File: src/rtl/picosoc_wb_master_bridge_if.sv
// Bus bundle between the PicoRV32 native memory port and the Wishbone
// master side of the bridge. The master modport is the bridge's view.
interface picosoc_wb_master_bridge_if;
  logic        mem_valid;
  logic [31:0] mem_addr;
  logic [31:0] mem_wdata;
  logic [3:0]  mem_wstrb;
  logic        mem_ready;
  logic [31:0] mem_rdata;

  logic [31:0] wb_adr_o;
  logic [31:0] wb_dat_o;
  logic [3:0]  wb_sel_o;
  logic        wb_we_o;
  logic        wb_cyc_o;
  logic        wb_stb_o;
  logic [31:0] wb_dat_i;
  logic        wb_ack_i;
  logic        wb_err_i;

  modport master (
    input  mem_valid, mem_addr, mem_wdata, mem_wstrb,
    output mem_ready, mem_rdata,
    output wb_adr_o, wb_dat_o, wb_sel_o, wb_we_o, wb_cyc_o, wb_stb_o,
    input  wb_dat_i, wb_ack_i, wb_err_i
  );

  modport slave (
    output mem_valid, mem_addr, mem_wdata, mem_wstrb,
    input  mem_ready, mem_rdata,
    input  wb_adr_o, wb_dat_o, wb_sel_o, wb_we_o, wb_cyc_o, wb_stb_o,
    output wb_dat_i, wb_ack_i, wb_err_i
  );
endinterface

File: src/rtl/picosoc_wb_master_bridge.sv
// PicoRV32 native memory port to Wishbone classic single-beat master, with a
// per-transfer watchdog so an absent slave cannot hang the CPU.
module picosoc_wb_master_bridge #(
  parameter int unsigned TIMEOUT_CYCLES = 255,
  parameter logic [31:0] ERR_RDATA      = 32'hFFFF_FFFF
) (
  input  logic                       wb_clk_i,
  input  logic                       wb_rst_i,
  picosoc_wb_master_bridge_if.master bus,
  input  logic                       err_clr_i,
  output logic                       bus_err_o,
  output logic [31:0]                err_addr_o,
  output logic [7:0]                 err_cnt_o
);
  localparam logic [15:0] WDOG_LAST = 16'(TIMEOUT_CYCLES - 1);

  typedef enum logic [1:0] {
    S_IDLE = 2'd0,
    S_BUS  = 2'd1,
    S_RESP = 2'd2
  } state_t;

  state_t      state_q, state_d;
  logic [15:0] wdog_q, wdog_d;
  logic [31:0] adr_q, adr_d;
  logic [31:0] dat_q, dat_d;
  logic [3:0]  sel_q, sel_d;
  logic        we_q, we_d;
  logic        cyc_q, cyc_d;
  logic        rdy_q, rdy_d;
  logic [31:0] rdata_q, rdata_d;
  logic        berr_q, berr_d;
  logic [31:0] eaddr_q, eaddr_d;
  logic [7:0]  ecnt_q, ecnt_d;
  logic        fault;

  function automatic logic [7:0] sat_inc8(input logic [7:0] v);
    return (v == 8'hFF) ? v : v + 8'd1;
  endfunction

  always_comb begin
    state_d = state_q;
    wdog_d  = wdog_q;
    adr_d   = adr_q;
    dat_d   = dat_q;
    sel_d   = sel_q;
    we_d    = we_q;
    cyc_d   = cyc_q;
    rdy_d   = 1'b0;
    rdata_d = rdata_q;
    fault   = 1'b0;

    unique case (state_q)
      S_IDLE: begin
        if (bus.mem_valid) begin
          adr_d   = bus.mem_addr;
          dat_d   = bus.mem_wdata;
          we_d    = |bus.mem_wstrb;
          sel_d   = (|bus.mem_wstrb) ? bus.mem_wstrb : 4'hF;
          cyc_d   = 1'b1;
          wdog_d  = 16'd0;
          state_d = S_BUS;
        end
      end
      // ack has priority over err, and both over watchdog expiry
      S_BUS: begin
        if (bus.wb_ack_i) begin
          rdata_d = bus.wb_dat_i;
          cyc_d   = 1'b0;
          rdy_d   = 1'b1;
          state_d = S_RESP;
        end else if (bus.wb_err_i || (wdog_q == WDOG_LAST)) begin
          rdata_d = ERR_RDATA;
          cyc_d   = 1'b0;
          rdy_d   = 1'b1;
          fault   = 1'b1;
          state_d = S_RESP;
        end else begin
          wdog_d = wdog_q + 16'd1;
        end
      end
      S_RESP: begin
        state_d = S_IDLE;
      end
      default: begin
        cyc_d   = 1'b0;
        state_d = S_IDLE;
      end
    endcase
  end

  // A fault in the same cycle as a clear leaves the status freshly set.
  always_comb begin
    berr_d  = berr_q;
    eaddr_d = eaddr_q;
    ecnt_d  = ecnt_q;
    if (err_clr_i) begin
      berr_d = 1'b0;
      ecnt_d = 8'd0;
    end
    if (fault) begin
      berr_d  = 1'b1;
      eaddr_d = adr_q;
      ecnt_d  = err_clr_i ? 8'd1 : sat_inc8(ecnt_q);
    end
  end

  always_ff @(posedge wb_clk_i or negedge wb_rst_i) begin
    if (!wb_rst_i) begin
      state_q <= S_IDLE;
      wdog_q  <= 16'd0;
      adr_q   <= 32'd0;
      dat_q   <= 32'd0;
      sel_q   <= 4'd0;
      we_q    <= 1'b0;
      cyc_q   <= 1'b0;
      rdy_q   <= 1'b0;
      rdata_q <= 32'd0;
      berr_q  <= 1'b0;
      eaddr_q <= 32'd0;
      ecnt_q  <= 8'd0;
    end else begin
      state_q <= state_d;
      wdog_q  <= wdog_d;
      adr_q   <= adr_d;
      dat_q   <= dat_d;
      sel_q   <= sel_d;
      we_q    <= we_d;
      cyc_q   <= cyc_d;
      rdy_q   <= rdy_d;
      rdata_q <= rdata_d;
      berr_q  <= berr_d;
      eaddr_q <= eaddr_d;
      ecnt_q  <= ecnt_d;
    end
  end

  assign bus.mem_ready = rdy_q;
  assign bus.mem_rdata = rdata_q;
  assign bus.wb_adr_o  = adr_q;
  assign bus.wb_dat_o  = dat_q;
  assign bus.wb_sel_o  = sel_q;
  assign bus.wb_we_o   = we_q;
  assign bus.wb_cyc_o  = cyc_q;
  assign bus.wb_stb_o  = cyc_q;
  assign bus_err_o     = berr_q;
  assign err_addr_o    = eaddr_q;
  assign err_cnt_o     = ecnt_q;

endmodule

File: src/flat_wrapper.sv
// flat-port wrapper written by rule: the top's interface ports become plain ports
module picosoc_wb_master_bridge_flat 
#(
  parameter int unsigned TIMEOUT_CYCLES = 255,
  parameter logic [31:0] ERR_RDATA      = 32'hFFFF_FFFF
)
  (wb_clk_i, wb_rst_i, err_clr_i, bus_err_o, err_addr_o, err_cnt_o, bus_mem_valid, bus_mem_addr, bus_mem_wdata, bus_mem_wstrb, bus_mem_ready, bus_mem_rdata, bus_wb_adr_o, bus_wb_dat_o, bus_wb_sel_o, bus_wb_we_o, bus_wb_cyc_o, bus_wb_stb_o, bus_wb_dat_i, bus_wb_ack_i, bus_wb_err_i);
  picosoc_wb_master_bridge_if bus_i ();
  input  logic wb_clk_i;
  input  logic wb_rst_i;
  input  logic err_clr_i;
  output logic bus_err_o;
  output logic [31:0] err_addr_o;
  output logic [7:0] err_cnt_o;
  input wire logic [$bits(bus_i.mem_valid)-1:0] bus_mem_valid;
  input wire logic [$bits(bus_i.mem_addr)-1:0] bus_mem_addr;
  input wire logic [$bits(bus_i.mem_wdata)-1:0] bus_mem_wdata;
  input wire logic [$bits(bus_i.mem_wstrb)-1:0] bus_mem_wstrb;
  output wire logic [$bits(bus_i.mem_ready)-1:0] bus_mem_ready;
  output wire logic [$bits(bus_i.mem_rdata)-1:0] bus_mem_rdata;
  output wire logic [$bits(bus_i.wb_adr_o)-1:0] bus_wb_adr_o;
  output wire logic [$bits(bus_i.wb_dat_o)-1:0] bus_wb_dat_o;
  output wire logic [$bits(bus_i.wb_sel_o)-1:0] bus_wb_sel_o;
  output wire logic [$bits(bus_i.wb_we_o)-1:0] bus_wb_we_o;
  output wire logic [$bits(bus_i.wb_cyc_o)-1:0] bus_wb_cyc_o;
  output wire logic [$bits(bus_i.wb_stb_o)-1:0] bus_wb_stb_o;
  input wire logic [$bits(bus_i.wb_dat_i)-1:0] bus_wb_dat_i;
  input wire logic [$bits(bus_i.wb_ack_i)-1:0] bus_wb_ack_i;
  input wire logic [$bits(bus_i.wb_err_i)-1:0] bus_wb_err_i;
  assign bus_i.mem_valid = bus_mem_valid;
  assign bus_i.mem_addr = bus_mem_addr;
  assign bus_i.mem_wdata = bus_mem_wdata;
  assign bus_i.mem_wstrb = bus_mem_wstrb;
  assign bus_mem_ready = bus_i.mem_ready;
  assign bus_mem_rdata = bus_i.mem_rdata;
  assign bus_wb_adr_o = bus_i.wb_adr_o;
  assign bus_wb_dat_o = bus_i.wb_dat_o;
  assign bus_wb_sel_o = bus_i.wb_sel_o;
  assign bus_wb_we_o = bus_i.wb_we_o;
  assign bus_wb_cyc_o = bus_i.wb_cyc_o;
  assign bus_wb_stb_o = bus_i.wb_stb_o;
  assign bus_i.wb_dat_i = bus_wb_dat_i;
  assign bus_i.wb_ack_i = bus_wb_ack_i;
  assign bus_i.wb_err_i = bus_wb_err_i;
  picosoc_wb_master_bridge #(.TIMEOUT_CYCLES(TIMEOUT_CYCLES), .ERR_RDATA(ERR_RDATA)) u_core (.wb_clk_i(wb_clk_i), .wb_rst_i(wb_rst_i), .bus(bus_i), .err_clr_i(err_clr_i), .bus_err_o(bus_err_o), .err_addr_o(err_addr_o), .err_cnt_o(err_cnt_o));
endmodule
File: config.mk
export PLATFORM = sky130hd
export DESIGN_NAME = picosoc_wb_master_bridge_flat
export DESIGN_NICKNAME = d
export VERILOG_FILES = /design/src/rtl/picosoc_wb_master_bridge_if.sv /design/src/rtl/picosoc_wb_master_bridge.sv /design/src/flat_wrapper.sv
export SDC_FILE = /design/constraint.sdc
export NUM_CORES = 1
export LEC_CHECK = 0
export ABC_AREA = 1
export CAP_MARGIN = 10
export CORE_UTILIZATION = 25
export CTS_CLUSTER_DIAMETER = 150
export DETAILED_ROUTE_END_ITERATION = 10
export PLACE_DENSITY = 0.58
export SLEW_MARGIN = 15
export SYNTH_ARGS = -nofsm -noshare
export SYNTH_HDL_FRONTEND = slang
export SYNTH_SLANG_ARGS = --single-unit
File: constraint.sdc
create_clock -name wb_clk_i -period 1.41 [get_ports wb_clk_i]
set_input_delay 0.282 -clock wb_clk_i [delete_from_list [all_inputs] [get_ports wb_clk_i]]
set_output_delay 0.282 -clock wb_clk_i [all_outputs]
set_load 0.01 [all_outputs]
Yosys cells after proc, flatten, opt, wreduce, memory -nomap -nowiden
Index checks and enable logic that the tools add are counted.

Bits in registers: 162. Latch bits: 0. RAM bits: 0. ROM bits: 0. Output and inout port bits: 145. Memories kept: 0.

Add/sub/neg operators: 2. $mul: 0. Div/mod/pow operators: 0. Order comparisons: 0. Equal/unequal tests: 9. Shifts and indexed selects: 0. Muxes and demuxes: 26. Bitwise gates (word level): 1. Reductions and logical operators: 12.

Operators by type and width (count): 32-bit two-way mux (2); 16-bit two-way mux (3); 8-bit two-way mux (4); 16-bit one-hot mux with 2 select lines (1); 16-bit by 1-bit adder with 16-bit output (second input constant) (1); 16-bit by 8-bit == test with 1-bit output (second input constant) (1); 1-bit two-way mux (10); 8-bit by 1-bit adder with 8-bit output (second input constant) (1); 8-bit == test (second input constant) (1); 2-bit inequality test (second input constant) (4); 2-bit AND reduction (4); 2-bit two-way mux (3); 2-bit nonzero test (3); 4-bit two-way mux (1); 2-bit one-hot mux with 2 select lines (1); 4-bit AND reduction (1); 4-bit OR reduction (1); 3-bit by 2-bit inequality test with 1-bit output (second input constant) (1); 1-bit one-hot mux with 3 select lines (1); 3-bit AND reduction (1); 2-bit by 1-bit == test with 1-bit output (second input constant) (1); 2-bit == test (second input constant) (1); 2-bit logical NOT (1); 1-bit logical OR (1); 1-bit NOT (1).

Longest topological paths before layout
Depth in word-level cells: 7. Depth in mapped cells: 11. Depth with buffers taken out: 11.

Worst setup path after synthesis
No wires, ideal clock.

Path type: flip-flop to flip-flop. Start point: register u_core.wdog_q[0]. End point: register u_core.eaddr_q[24] (netlist: u_core.err_addr_o[24]). Setup time: 121 ps. Arrival time: 1406 ps. Data required time: 1289 ps. Setup slack: -116 ps. Cell stages (with the launch flop): 12. Path buffers: 2. Clock period less this slack: 1526 ps. Path through: dfrtp_1 -> inv_1 -> ha_1 -> nand2_1 -> nor2_2 -> nand2_4 -> nand2_8 -> nand2_2 -> buf_6 -> buf_6 -> nand2_1 -> o21ai_1.

Longest elaborated chain between the ends: 5.

Ends and longest elaborated chain: from (decl) (RTL line picosoc_wb_master_bridge.sv:24) `logic [15:0] wdog_q, wdog_d;`; from (signal assigned) (RTL line picosoc_wb_master_bridge.sv:124) `wdog_q <= wdog_d;`; 16-bit by 8-bit == test with 1-bit output (RTL line picosoc_wb_master_bridge.sv:72) `end else if (bus.wb_err_i || (wdog_q == WDOG_LAST)) begin`; 1-bit logical OR (RTL line picosoc_wb_master_bridge.sv:72); 1-bit two-way mux (RTL line picosoc_wb_master_bridge.sv:72); 1-bit two-way mux (RTL line picosoc_wb_master_bridge.sv:67) `if (bus.wb_ack_i) begin`; 1-bit two-way mux (RTL line picosoc_wb_master_bridge.sv:53) `unique case (state_q)`; to (signal assigned) (RTL line picosoc_wb_master_bridge.sv:133) `eaddr_q <= eaddr_d;`; to (decl) (RTL line picosoc_wb_master_bridge.sv:33) `logic [31:0] eaddr_q, eaddr_d;`.

No other way between the ends. A chain may end at the register's enable or synchronous reset.

Final worst setup path
Start point: register u_core.wdog_q[0]. End point: register u_core.wdog_q[6].

Longest elaborated chain between the ends: 4. Elaborated cells between the ends (all ways): 8. Classes of those cells: add/sub (1); eq/ne (2); mux (3); reduce/logical (2).

Ends and longest elaborated chain (RTL line): 16-bit by 1-bit adder with 16-bit output or 16-bit by 8-bit == test with 1-bit output (tied branches) (picosoc_wb_master_bridge.sv:79, picosoc_wb_master_bridge.sv:72); 16-bit two-way mux or 1-bit logical OR (tied branches) (picosoc_wb_master_bridge.sv:72); 16-bit two-way mux or 2-bit inequality test (tied branches); 16-bit one-hot mux with 2 select lines or 4-bit AND reduction (tied branches).

Several ways; a longest one is shown, not always the timed one. The select of a mux whose other input is x is not followed.

==> impl_metrics.py <==
metrics = {
    "status": {
        "status": "finished, violations left",
        "violations": "negative setup slack",
    },
    "sta": {
        "setup_viol": 91,
        "fin_crit_ns": 1.60,
        "min_period_over_period_pct": 113,
        "final.setup_skew_ns": 0.0142,
        "drv_slew": 0,
        "grt_setup_unrepaired": "true",
        "relSlewSlack_pct": 74.1,
        "worst_slack_ns": -0.187,
        "clock.fmax_mhz": 626,
        "worstMarginPinSlew_ns": 0.389,
        "hold_viol": 0,
    },
    "synth": {
        "synth_fp_nets": 913,
        "synth_cell_types": 32,
        "ys_seq_area_share_pct": 58.1,
        "yosys.area.top_type": "dfrtp_1",
        "netlist_top_cells_area": "dfrtp_1 58%, nand2_1 15%, nor2_1 4.3%, o21ai_1 3.9%, inv_1 3.1%",
        "avgSynthCellArea_um2": 8.68,
        "postSynthCellCount": 804,
        "yosys.area.top_type_share_pct": 58.1,
        "ys_ff_latch": 162,
        "synthesis.area_mm2": 0.00698,
        "yosys_warnings": 0,
    },
    "detailed_routing": {
        "post_drt_wl_per_cell_um": 15.0,
        "drt_iter0_drc": 174,
        "wirelength_um": 23000,
        "drtPass1Iterations": 6,
        "num_vias": 6540,
        "drcViolationCount": 0,
        "viasPerCell": 4.26,
        "final_antenna_net_count": 0,
    },
    "critical_path": {
        "start_kind": "flop",
        "crit_type": "reg -> reg",
        "end_kind": "flop",
        "cp_max_fo": 3,
        "arrival_ns": 1.92,
        "critPathRequiredTime_ns": 1.73,
    },
    "die": {
        "initial_utilization_pct": 25.7,
        "coreArea_mm2": 0.0272,
        "die_y_um": 169,
        "dieArea_mm2": 0.0286,
        "rows": 60,
        "ios": 251,
        "die_width_um": 169,
    },
    "final_layout": {
        "finalNetCount": 1258,
        "layout-drive-gt1-share_pct": 28.2,
        "final_cell_area_mm2": 0.0120,
        "final_cells": 1534,
        "diodes": 0,
        "area_growth_pct": 72.5,
        "postLayoutCoreUtil_pct": 44.3,
    },
    "clock_tree": {
        "clkLatencyLatePin_ns": 0.43,
        "cts_root_buffer": "clkbuf_16",
        "clk_pin_slew_ns": 0.07,
        "cts.htree.levels": 4,
        "numCtsBuffers": 17,
        "max-clock-path-buffers": 2,
        "cts_tree": "yes",
        "cts_sinks": 162,
    },
    "place": {
        "dp_hpwl_um": 14400,
        "place_area_mm2": 0.0103,
        "gp_congestion": 0.804,
        "portBuffers": 250,
        "place_inst": 1451,
    },
    "worst_hold_path": {
        "hold_class": "in -> async",
    },
    "global_routing": {
        "grt_pass1_wl_um": 33500,
        "grt_pass1_vias": 6339,
        "track_usage_pct": 15.0,
        "antenna_found_initial": 0,
        "grt_max_degree": 73,
        "grt-ovfl-total": 0,
    },
    "power_and_ir_drop": {
        "p_leak_nw": 5.64,
        "power_density_mw_per_mm2": 1910,
        "irDropWorstVdd_uv": 813,
    },
    "flow_run": {
        "cap_violations": 0,
    },
}
==> power by group <==
part	internal, mW	switching, mW	leakage [nW]
Combinational	5.15	5.26	3.31
Clock	2.61	2.25	0.304
Sequential	6.56	1.18	2.03
==> cell families (layout without fill, tap and decap cells) <==
logic type               after synthesis  count (layout)  share of synthesized area, %
AND/OR/NAND/NOR                      420             422                          24.6
AO/OA/AOI/OAI                        115             115                          9.42
flip-flops                           162             162                          58.1
buffers and inverters                100             456                          6.81
XOR/XNOR                               4               4                         0.502
adder cells (fa/ha/maj)                3               3                         0.538
==> placed cells by master, fill, tap and decap left out, types with 3 or more instances in the layout <==
cell type	n
clkbuf_16	27
clkinv_8	3
nand2_1	224
clkdlybuf4s15_1	99
nand2_2	42
nand3_4	3
buf_12	12
o21ai_0	33
nand3_1	23
clkdlybuf4s15_2	6
inv_8	5
nand3_2	7
dlygate4sd2_1	12
o21ai_1	33
nor2_4	7
clkdlybuf4s50_1	104
nand2_4	25
nor2_2	3
buf_16	3
nand2_8	4
inv_6	4
o21bai_1	4
dfrtp_1	160
nor2_1	72
inv_2	8
buf_4	72
inv_1	51
buf_6	14
clkbuf_2	22
o21ai_2	43
buf_2	4
nand4_1	5
==> routing by layer <==
layer	track usage (%)	share of wire [%]	up-vias
met3	6.10	8.4	12
li1	-	-	3224
met4	3.64	0.77	0
met1	18.3	42	3091
met2	24.7	49	213
met5	0	0	-
==> sequential cells by signal (all words and copies together), names as in the netlist <==
name and count:
u_core.bus.wb_we_o 1, u_core.bus.mem_ready 1, u_core.state_q 2, u_core.err_addr_o 32, u_core.bus.wb_adr_o 32, u_core.bus.mem_rdata 32
u_core.err_cnt_o 8, u_core.wdog_q 16, u_core.bus.wb_cyc_o 1, u_core.bus.wb_sel_o 4, u_core.bus.wb_dat_o 32, u_core.bus_err_o 1
==> Yosys cell counts <==
| cell type | n |
|---|---|
| buf_2 | 11 |
| nand2_1 | 284 |
| xor2_1 | 2 |
| o21ai_2 | 17 |
| o21ai_1 | 55 |
| nand4_1 | 5 |
| buf_6 | 11 |
| o2111ai_1 | 2 |
| ha_1 | 3 |
| clkinv_1 | 1 |
| nand2_2 | 6 |
| nor2_1 | 79 |
| inv_1 | 57 |
| nor3_1 | 2 |
| o21ai_0 | 37 |
| or2_2 | 1 |
| clkbuf_1 | 13 |
| nor3b_1 | 1 |
| nand2_8 | 1 |
| or3_1 | 1 |
| nor2_4 | 1 |
| dfrtp_1 | 162 |
| nand2_4 | 2 |
| nand3_1 | 31 |
| o21bai_1 | 4 |
| buf_4 | 1 |
| nand3b_1 | 2 |
| buf_1 | 1 |
| nor2_2 | 2 |
| nand3_2 | 2 |
| inv_2 | 5 |
| xnor2_1 | 2 |
==> path summary, 6_finish.rpt <==
check	to	slack, ns	startpoint	cells after the start
max	u_core.wdog_q[6]	-0.19	u_core.wdog_q[0]	11
min	u_core.wdog_q[10]	0.29	wb_rst_i	2
max reg2reg	u_core.wdog_q[6]	-0.19	u_core.wdog_q[0]	11
min reg2reg	u_core.bus.wb_dat_o[8]	0.48	u_core.bus.wb_dat_o[8]	2
max in group asynchronous	u_core.err_addr_o[3]	0.59	wb_rst_i	3
min in group wb_clk_i	u_core.bus.wb_dat_o[13]	0.38	bus_mem_wdata[13]	3
==> critical path: stages (launching register included) <==
cell     delay [ns]
dfrtp_1        0.38
buf_4          0.13
buf_4          0.11
ha_4           0.14
inv_2          0.05
nor2_4         0.16
inv_2          0.08
nor2_4         0.13
xnor2_1        0.15
nor2_1         0.06
nand2_1        0.06
nand2_1        0.04
==> per-stage QoR <==
step           setup WS, ns  setup TNS, ns  total power [mW]  hold slack [ns]
2_1_floorplan       -0.0785          -4.07              11.6          -0.0136
3_3_place_gp         -0.278         -23.01              17.0            0.175
3_5_place_dp         -0.272         -26.30              17.1            0.168
4_1_cts              -0.195         -13.82              21.5            0.288
5_1_grt              -0.319         -17.62              24.6            0.304
6_report             -0.187          -9.86              23.0            0.290
==> timing repair <==
| action | 4_1_cts | 5_1_grt |
|---|---|---|
| endpoints found under the hold margin | 19 | 0 |
| endpoints found under the setup margin | 238 | 254 |
| hold buffers | 1 | 0 |
| gates cloned | 3 | 14 |
| gates resized for setup | 270 | 225 |
| buffers inserted | 16 | 18 |
| pin swaps | 8 | 15 |
==> area by class of cell <==
cell class	count	area, µm²
fillers	2713	15100
flip-flops and latches	162	4060
clock inverters	14	179
multi-input cells	544	3000
inverters	63	246
clock buffers	18	439
well taps	372	465
repair buffers	361	3650
(Power assumes the default switching activity.)
